$ cat src/rtl/seq_mult4_pkg.sv
// Shared definitions for the sequential shift-and-add multiplier.
//   DefaultWidth : default operand width (product is 2*WIDTH bits)
//   state_e      : controller states (Idle=0, Busy=1, Done=2)
// Optional feature macro: SEQ_MULT_OVF_EN (adds the ovf output, see seq_mult4).
package seq_mult4_pkg;

    localparam int unsigned DefaultWidth = 4;

    typedef enum logic [1:0] {
        StIdle = 2'd0,
        StBusy = 2'd1,
        StDone = 2'd2
    } state_e;

endpackage

$ cat src/rtl/seq_mult4_if.sv
// Operand/product handshake bundle for seq_mult4.
//   in_valid/in_ready/a/b        : operand pair, accepted on in_valid && in_ready
//   out_valid/out_ready/product  : product, consumed on out_valid && out_ready
//   ovf                          : only with SEQ_MULT_OVF_EN, upper product half non-zero
// Modports: master = operand producer / product consumer, slave = the multiplier.
interface seq_mult4_if
    import seq_mult4_pkg::*;
#(
    parameter int unsigned WIDTH = DefaultWidth
) ();

    logic               in_valid;
    logic               in_ready;
    logic [WIDTH-1:0]   a;
    logic [WIDTH-1:0]   b;
    logic               out_valid;
    logic               out_ready;
    logic [2*WIDTH-1:0] product;
`ifdef SEQ_MULT_OVF_EN
    logic               ovf;
`endif

    modport master (
        output in_valid, a, b, out_ready,
`ifdef SEQ_MULT_OVF_EN
        input  ovf,
`endif
        input  in_ready, out_valid, product
    );

    modport slave (
        input  in_valid, a, b, out_ready,
`ifdef SEQ_MULT_OVF_EN
        output ovf,
`endif
        output in_ready, out_valid, product
    );

endinterface

$ cat src/rtl/seq_mult4_ripple_add_n.sv
// WIDTH-bit ripple-carry adder built from one-bit full-adder cells.
//   a_i, b_i : addends
//   cin_i    : carry in
//   sum_o    : WIDTH-bit sum
//   cout_o   : carry out of the MSB cell
module seq_mult4_ripple_add_n
    import seq_mult4_pkg::*;
#(
    parameter int unsigned WIDTH = DefaultWidth
) (
    input  logic [WIDTH-1:0] a_i,
    input  logic [WIDTH-1:0] b_i,
    input  logic             cin_i,
    output logic [WIDTH-1:0] sum_o,
    output logic             cout_o
);

    logic [WIDTH:0] carry;

    assign carry[0] = cin_i;

    for (genvar i = 0; i < WIDTH; i++) begin : g_fa
        assign sum_o[i]     = a_i[i] ^ b_i[i] ^ carry[i];
        assign carry[i + 1] = (a_i[i] & b_i[i]) | (carry[i] & (a_i[i] ^ b_i[i]));
    end

    assign cout_o = carry[WIDTH];

endmodule

$ cat src/rtl/seq_mult4.sv
// Sequential shift-and-add unsigned multiplier: one operand pair per handshake,
// WIDTH add/shift iterations, 2*WIDTH-bit exact product on a valid/ready output.
//   clk_i : rising-edge clock
//   rst_i : synchronous active-high reset (aborts any operation in flight)
//   bus   : seq_mult4_if.slave (in_valid/in_ready/a/b, out_valid/out_ready/product[/ovf])
// Optional feature macro: SEQ_MULT_OVF_EN -- drives bus.ovf = |product[2W-1:W],
// registered with the product and cleared by reset.
module seq_mult4
    import seq_mult4_pkg::*;
#(
    parameter int unsigned WIDTH = DefaultWidth
) (
    input  logic       clk_i,
    input  logic       rst_i,
    seq_mult4_if.slave bus
);

    localparam int unsigned CntW = $clog2(WIDTH) + 1;

    state_e             state_q;
    logic [CntW-1:0]    count_q;
    logic [WIDTH-1:0]   mcand_q;
    logic [2*WIDTH-1:0] acc_q;
    logic [2*WIDTH-1:0] product_q;
    logic               in_ready_q;
    logic               out_valid_q;
`ifdef SEQ_MULT_OVF_EN
    logic               ovf_q;
`endif

    logic [WIDTH-1:0]   addend;
    logic [WIDTH-1:0]   sum;
    logic               cout;
    logic [2*WIDTH-1:0] acc_next;

    // Multiplier bit currently at acc[0] selects whether mcand is added to the upper half.
    assign addend = acc_q[0] ? mcand_q : '0;

    seq_mult4_ripple_add_n #(
        .WIDTH (WIDTH)
    ) u_add (
        .a_i    (acc_q[2*WIDTH-1:WIDTH]),
        .b_i    (addend),
        .cin_i  (1'b0),
        .sum_o  (sum),
        .cout_o (cout)
    );

    // Carry enters at the MSB as the accumulator shifts right, so no bit is lost.
    assign acc_next = {cout, sum, acc_q[WIDTH-1:1]};

    always_ff @(posedge clk_i) begin
        if (rst_i) begin
            state_q     <= StIdle;
            count_q     <= '0;
            mcand_q     <= '0;
            acc_q       <= '0;
            product_q   <= '0;
            in_ready_q  <= 1'b1;
            out_valid_q <= 1'b0;
`ifdef SEQ_MULT_OVF_EN
            ovf_q       <= 1'b0;
`endif
        end else begin
            unique case (state_q)
                StIdle: begin
                    if (bus.in_valid && in_ready_q) begin
                        mcand_q    <= bus.a;
                        acc_q      <= {{WIDTH{1'b0}}, bus.b};
                        count_q    <= '0;
                        in_ready_q <= 1'b0;
                        state_q    <= StBusy;
                    end
                end
                StBusy: begin
                    acc_q   <= acc_next;
                    count_q <= count_q + CntW'(1);
                    if (count_q == CntW'(WIDTH - 1)) begin
                        count_q     <= '0;
                        product_q   <= acc_next;
                        out_valid_q <= 1'b1;
`ifdef SEQ_MULT_OVF_EN
                        ovf_q       <= |acc_next[2*WIDTH-1:WIDTH];
`endif
                        state_q     <= StDone;
                    end
                end
                StDone: begin
                    // in_ready rises only after this edge, so a new pair waits one cycle.
                    if (out_valid_q && bus.out_ready) begin
                        out_valid_q <= 1'b0;
                        in_ready_q  <= 1'b1;
                        state_q     <= StIdle;
                    end
                end
                default: begin
                    state_q     <= StIdle;
                    in_ready_q  <= 1'b1;
                    out_valid_q <= 1'b0;
                end
            endcase
        end
    end

    assign bus.in_ready  = in_ready_q;
    assign bus.out_valid = out_valid_q;
    assign bus.product   = product_q;
`ifdef SEQ_MULT_OVF_EN
    assign bus.ovf       = ovf_q;
`endif

endmodule

$ cat src/flat_wrapper.sv
// flat-port wrapper written by rule: the top's interface ports become plain ports
module seq_mult4_flat import seq_mult4_pkg::*;
#(
    parameter int unsigned WIDTH = DefaultWidth
)
  (clk_i, rst_i, bus_in_valid, bus_a, bus_b, bus_out_ready, bus_in_ready, bus_out_valid, bus_product);
  seq_mult4_if #(.WIDTH(WIDTH)) bus_i ();
  input  logic clk_i;
  input  logic rst_i;
  input wire logic [$bits(bus_i.in_valid)-1:0] bus_in_valid;
  input wire logic [$bits(bus_i.a)-1:0] bus_a;
  input wire logic [$bits(bus_i.b)-1:0] bus_b;
  input wire logic [$bits(bus_i.out_ready)-1:0] bus_out_ready;
  output wire logic [$bits(bus_i.in_ready)-1:0] bus_in_ready;
  output wire logic [$bits(bus_i.out_valid)-1:0] bus_out_valid;
  output wire logic [$bits(bus_i.product)-1:0] bus_product;
  assign bus_i.in_valid = bus_in_valid;
  assign bus_i.a = bus_a;
  assign bus_i.b = bus_b;
  assign bus_i.out_ready = bus_out_ready;
  assign bus_in_ready = bus_i.in_ready;
  assign bus_out_valid = bus_i.out_valid;
  assign bus_product = bus_i.product;
  seq_mult4 #(.WIDTH(WIDTH)) u_core (.clk_i(clk_i), .rst_i(rst_i), .bus(bus_i));
endmodule
$ cat config.mk
export PLATFORM = sky130hd
export DESIGN_NAME = seq_mult4_flat
export DESIGN_NICKNAME = d
export VERILOG_FILES = /design/src/rtl/seq_mult4_pkg.sv /design/src/rtl/seq_mult4_if.sv /design/src/rtl/seq_mult4_ripple_add_n.sv /design/src/rtl/seq_mult4.sv /design/src/flat_wrapper.sv
export SDC_FILE = /design/constraint.sdc
export NUM_CORES = 1
export LEC_CHECK = 0
export BUFFER_PORTS_ARGS = -buffer_cell sky130_fd_sc_hd__buf_2
export CAP_MARGIN = 20
export CORE_UTILIZATION = 45
export DETAILED_ROUTE_END_ITERATION = 12
export PLACE_DENSITY = 0.66
export SYNTH_ARGS = -nofsm -noshare
export SYNTH_HDL_FRONTEND = slang
export SYNTH_HIERARCHICAL = 1
export SYNTH_SLANG_ARGS = --single-unit
export TNS_END_PERCENT = 1
$ cat constraint.sdc
create_clock -name clk_i -period 2.5 [get_ports clk_i]
set_input_delay 0.25 -clock clk_i [delete_from_list [all_inputs] [get_ports clk_i]]
set_output_delay 0.25 -clock clk_i [all_outputs]
set_load 0.005 [all_outputs]
==> flow_summary.toml <==
[pwr]
clkPwrFrac_pct = 21.0
pwr-share-seq_pct = 57.3
p_switching_mw = 0.273
ir_drop_uv = 559
combPwrFrac_pct = 21.7
power_density_nw_per_um2 = 649
swShare_pct = 30.6
p_int_mw = 0.619
p_leak_nw = 0.593

[drt]
viasPerCell = 5.15
wl_per_cell_um = 13.1
drt-total-wl_um = 2330
num_vias = 917
firstDrtPassIters = 4
dr.first_iter.drc_count = 15
drc = 0
antenna_left = 0

[timing]
setup_tns_ps = 0
setup_viol = 0
fin_crit_ps = 2340
relSlewSlack_pct = 61.4
slew_viol_final = 0
grt_setup_unrepaired = "false"
finalHoldViolCount = 0
fin_crit_sh_pct = 93.5
worstMarginPinSlew_ps = 579
max_freq_ghz = 0.428
clock_skew_ps = 9.17

[cts]
numCtsBuffers = 3
clockRootBuffer = "clkbuf_4"
htree_levels = 1
clk_pin_slew_ps = 150
cts.sinks = 27
cts_buffer_depth = 2
cts_tree = "yes"
clock_latency_ps = 330

[die]
std_cell_rows = 18
die_y_um = 54.5
start_util_pct = 48.8
io_pins = 22
die_area_sq_um = 2970
core-area_sq_um = 2540
die_x_um = 54.5

[global_route]
grt_pass1_vias = 814
grt_usage_pct = 18.2
grt.overflow.total = 0
antenna_found_initial = 0
grt_max_degree = 28
grt_pass1_wl_um = 3750

[worst_hold_path]
hp-start = "bus_a[2]"
hold_path.class = "primary input to register"

[setup_path]
crit_end = "u_core/bus.product[6]"
worst-path-buf-inv = 4
worstSetupEndpointType = "register"
start_kind = "register"
crit_family = "adder cells"
cp_cell_sequence = "and2_1 -> fa_1 -> inv_1 -> fa_1 -> inv_1 -> fa_1 -> inv_1 -> fa_1 -> inv_1 -> mux2i_1 -> nor2_1"
reg2reg_depth = 11
cp.required_ps = 2770
worstSetupPathType = "register to register"
cp-startpoint = "u_core/acc_q[0]"
cp.arrival_ps = 2610
crit_fanout = 5
rr_startpoint = "u_core/acc_q[0]"
cp_slowest_stage_delay_ps = 410
worst-path-stages = 11
r2r_end = "u_core/bus.product[6]"
reg2reg_slack_ps = 160
slowest_stage = "fa_1"

[synthesis]
synth_area_sq_um = 1240
ys_seq_elements = 27
syn_avg_cell_area_sq_um = 9.55
syn-num-nets = 147
synth_top_area_share_pct = 43.5
synth-seq-area-share_pct = 43.5
yosysWarnings = 6
synthDistinctLibCells = 30
synthCells = 130
synth.area.top_cells = "dfxtp_1 (44%), mux2i_1 (13%), fa_1 (6.5%)"
synth_largest_area_cell = "dfxtp_1"

[placed_design]
dp_hpwl_um = 1650
dp.cells = 174
port_buffers = 21
place_congestion = 0.712

[flow_run]
drv_cap = 0

[layout]
final_nets = 166
post-route-util_pct = 54.0
final_cells = 178
drive_gt1_share_pct = 20.3
syn_to_final_growth_pct = 10.8
antennaDiodeCount = 0

[run_status]
status = "finished clean"
stage by stage:
step	hold slack, ps	power (mW)	worst slack [ps]	instance area [sq um]
after CTS	134	0.902	125	1370
final	146	0.892	162	1380
after global routing	164	0.948	18.6	1380
after floorplan	397	0.669	342	1240
after global placement	439	0.708	278	1350
after detailed placement	460	0.714	172	1350
placed cells by master (no fill, tap or decap), drive strengths merged, types with 2 or more instances in the layout:
master / netlist / routed
o21ai: 6 / 6
nand2: 5 / 5
clkbuf: 2 / 3
nand2b: 2 / 2
dfxtp: 27 / 27
mux2i: 16 / 16
and2: 4 / 4
nor3: 4 / 4
inv: 12 / 12
nor2: 14 / 14
fa: 4 / 4
a211oi: 5 / 5
buf: 6 / 22
a21oi: 10 / 10
power groups by stage:
| stage | Combinational (mW) | Sequential [mW] | Clock, mW |
|---|---|---|---|
| after floorplan | 0.165 | 0.504 | 0 |
| after global placement | 0.191 | 0.517 | 0 |
| after detailed placement | 0.194 | 0.520 | 0 |
| after CTS | 0.194 | 0.511 | 0.197 |
| after global routing | 0.217 | 0.518 | 0.213 |
| final | 0.194 | 0.511 | 0.187 |
flip-flops by register name (all words and copies together), names as in the netlist:
signal	flops
u_core/bus.product	8
u_core/bus.out_valid	1
u_core/bus.in_ready	1
u_core/count_q	3
u_core/mcand_q	4
u_core/state_q	2
u_core/acc_q	8
logic make-up after synthesis:
| logic type | Yosys count | share of synthesized area (%) |
|---|---|---|
| flip-flops | 27 | 43.5 |
| AO/OA/AOI/OAI | 25 | 12.8 |
| AND/OR/NAND/NOR | 36 | 15.7 |
| buffers and inverters | 20 | 7.26 |
| multiplexers | 16 | 12.9 |
| other | 1 | 0.302 |
| adder cells (fa/ha/maj) | 5 | 7.46 |
cell usage after synthesis:
| cell type | n |
|---|---|
| buf_2 | 3 |
| nand3b_1 | 1 |
| a21o_1 | 1 |
| nor2_1 | 14 |
| nor4bb_1 | 1 |
| dfxtp_1 | 27 |
| and2_1 | 4 |
| a211oi_1 | 5 |
| and3b_1 | 1 |
| and2b_4 | 1 |
| a2111oi_2 | 1 |
| buf_4 | 1 |
| clkbuf_1 | 2 |
| and4bb_1 | 1 |
| conb_1 | 1 |
| ha_1 | 1 |
| buf_1 | 1 |
| mux2i_1 | 16 |
| a211o_1 | 1 |
| nand2b_1 | 2 |
| buf_6 | 1 |
| fa_1 | 4 |
| nand3_1 | 1 |
| o21ai_0 | 6 |
| a21oi_1 | 10 |
| nor3b_2 | 1 |
| nor3_1 | 4 |
| a221o_1 | 1 |
| inv_1 | 12 |
| nand2_1 | 5 |
worst register-to-register path: stages (launching register included):
cell	delay, ps
dfxtp_2	370
and2_1	150
fa_1	390
inv_1	70
fa_1	160
inv_1	50
fa_1	350
inv_1	80
fa_1	410
inv_1	80
mux2i_1	70
nor2_1	120
worst min-delay path by stage:
stage | to | depth (start not counted)
after detailed placement | u_core/count_q[2] | 2
after global placement | u_core/count_q[2] | 2
after floorplan | u_core/mcand_q[0] | 2
after global routing | u_core/mcand_q[2] | 3
final | u_core/mcand_q[2] | 3
after CTS | u_core/mcand_q[2] | 3
final cells by class:
type	instances	area (sq um)
tap	30	37.5
inverter	12	45.0
clock buffer	3	22.5
fill	243	1170
sequential	27	542
clock inverter	1	5.00
timing repair buffer	22	113
multi-input combinational	83	611
per-layer routing:
layer / up-vias / global-route usage (%) / part of all wire [%]
met1: 426 / 22.1 / 48
met5: - / 0 / 0
met3: 2 / 5.83 / 3.1
met2: 15 / 31.3 / 48
met4: 0 / 3.85 / 0.64
li1: 474 / - / -
what timing repair did:
action,4_1_cts,5_1_grt
hold buffers,0,0
resized for setup,0,1
setup endpoints to repair,0,1
buffers inserted,0,0
hold endpoints to repair,0,0
No activity file was read; power rests on OpenSTA's default activity.
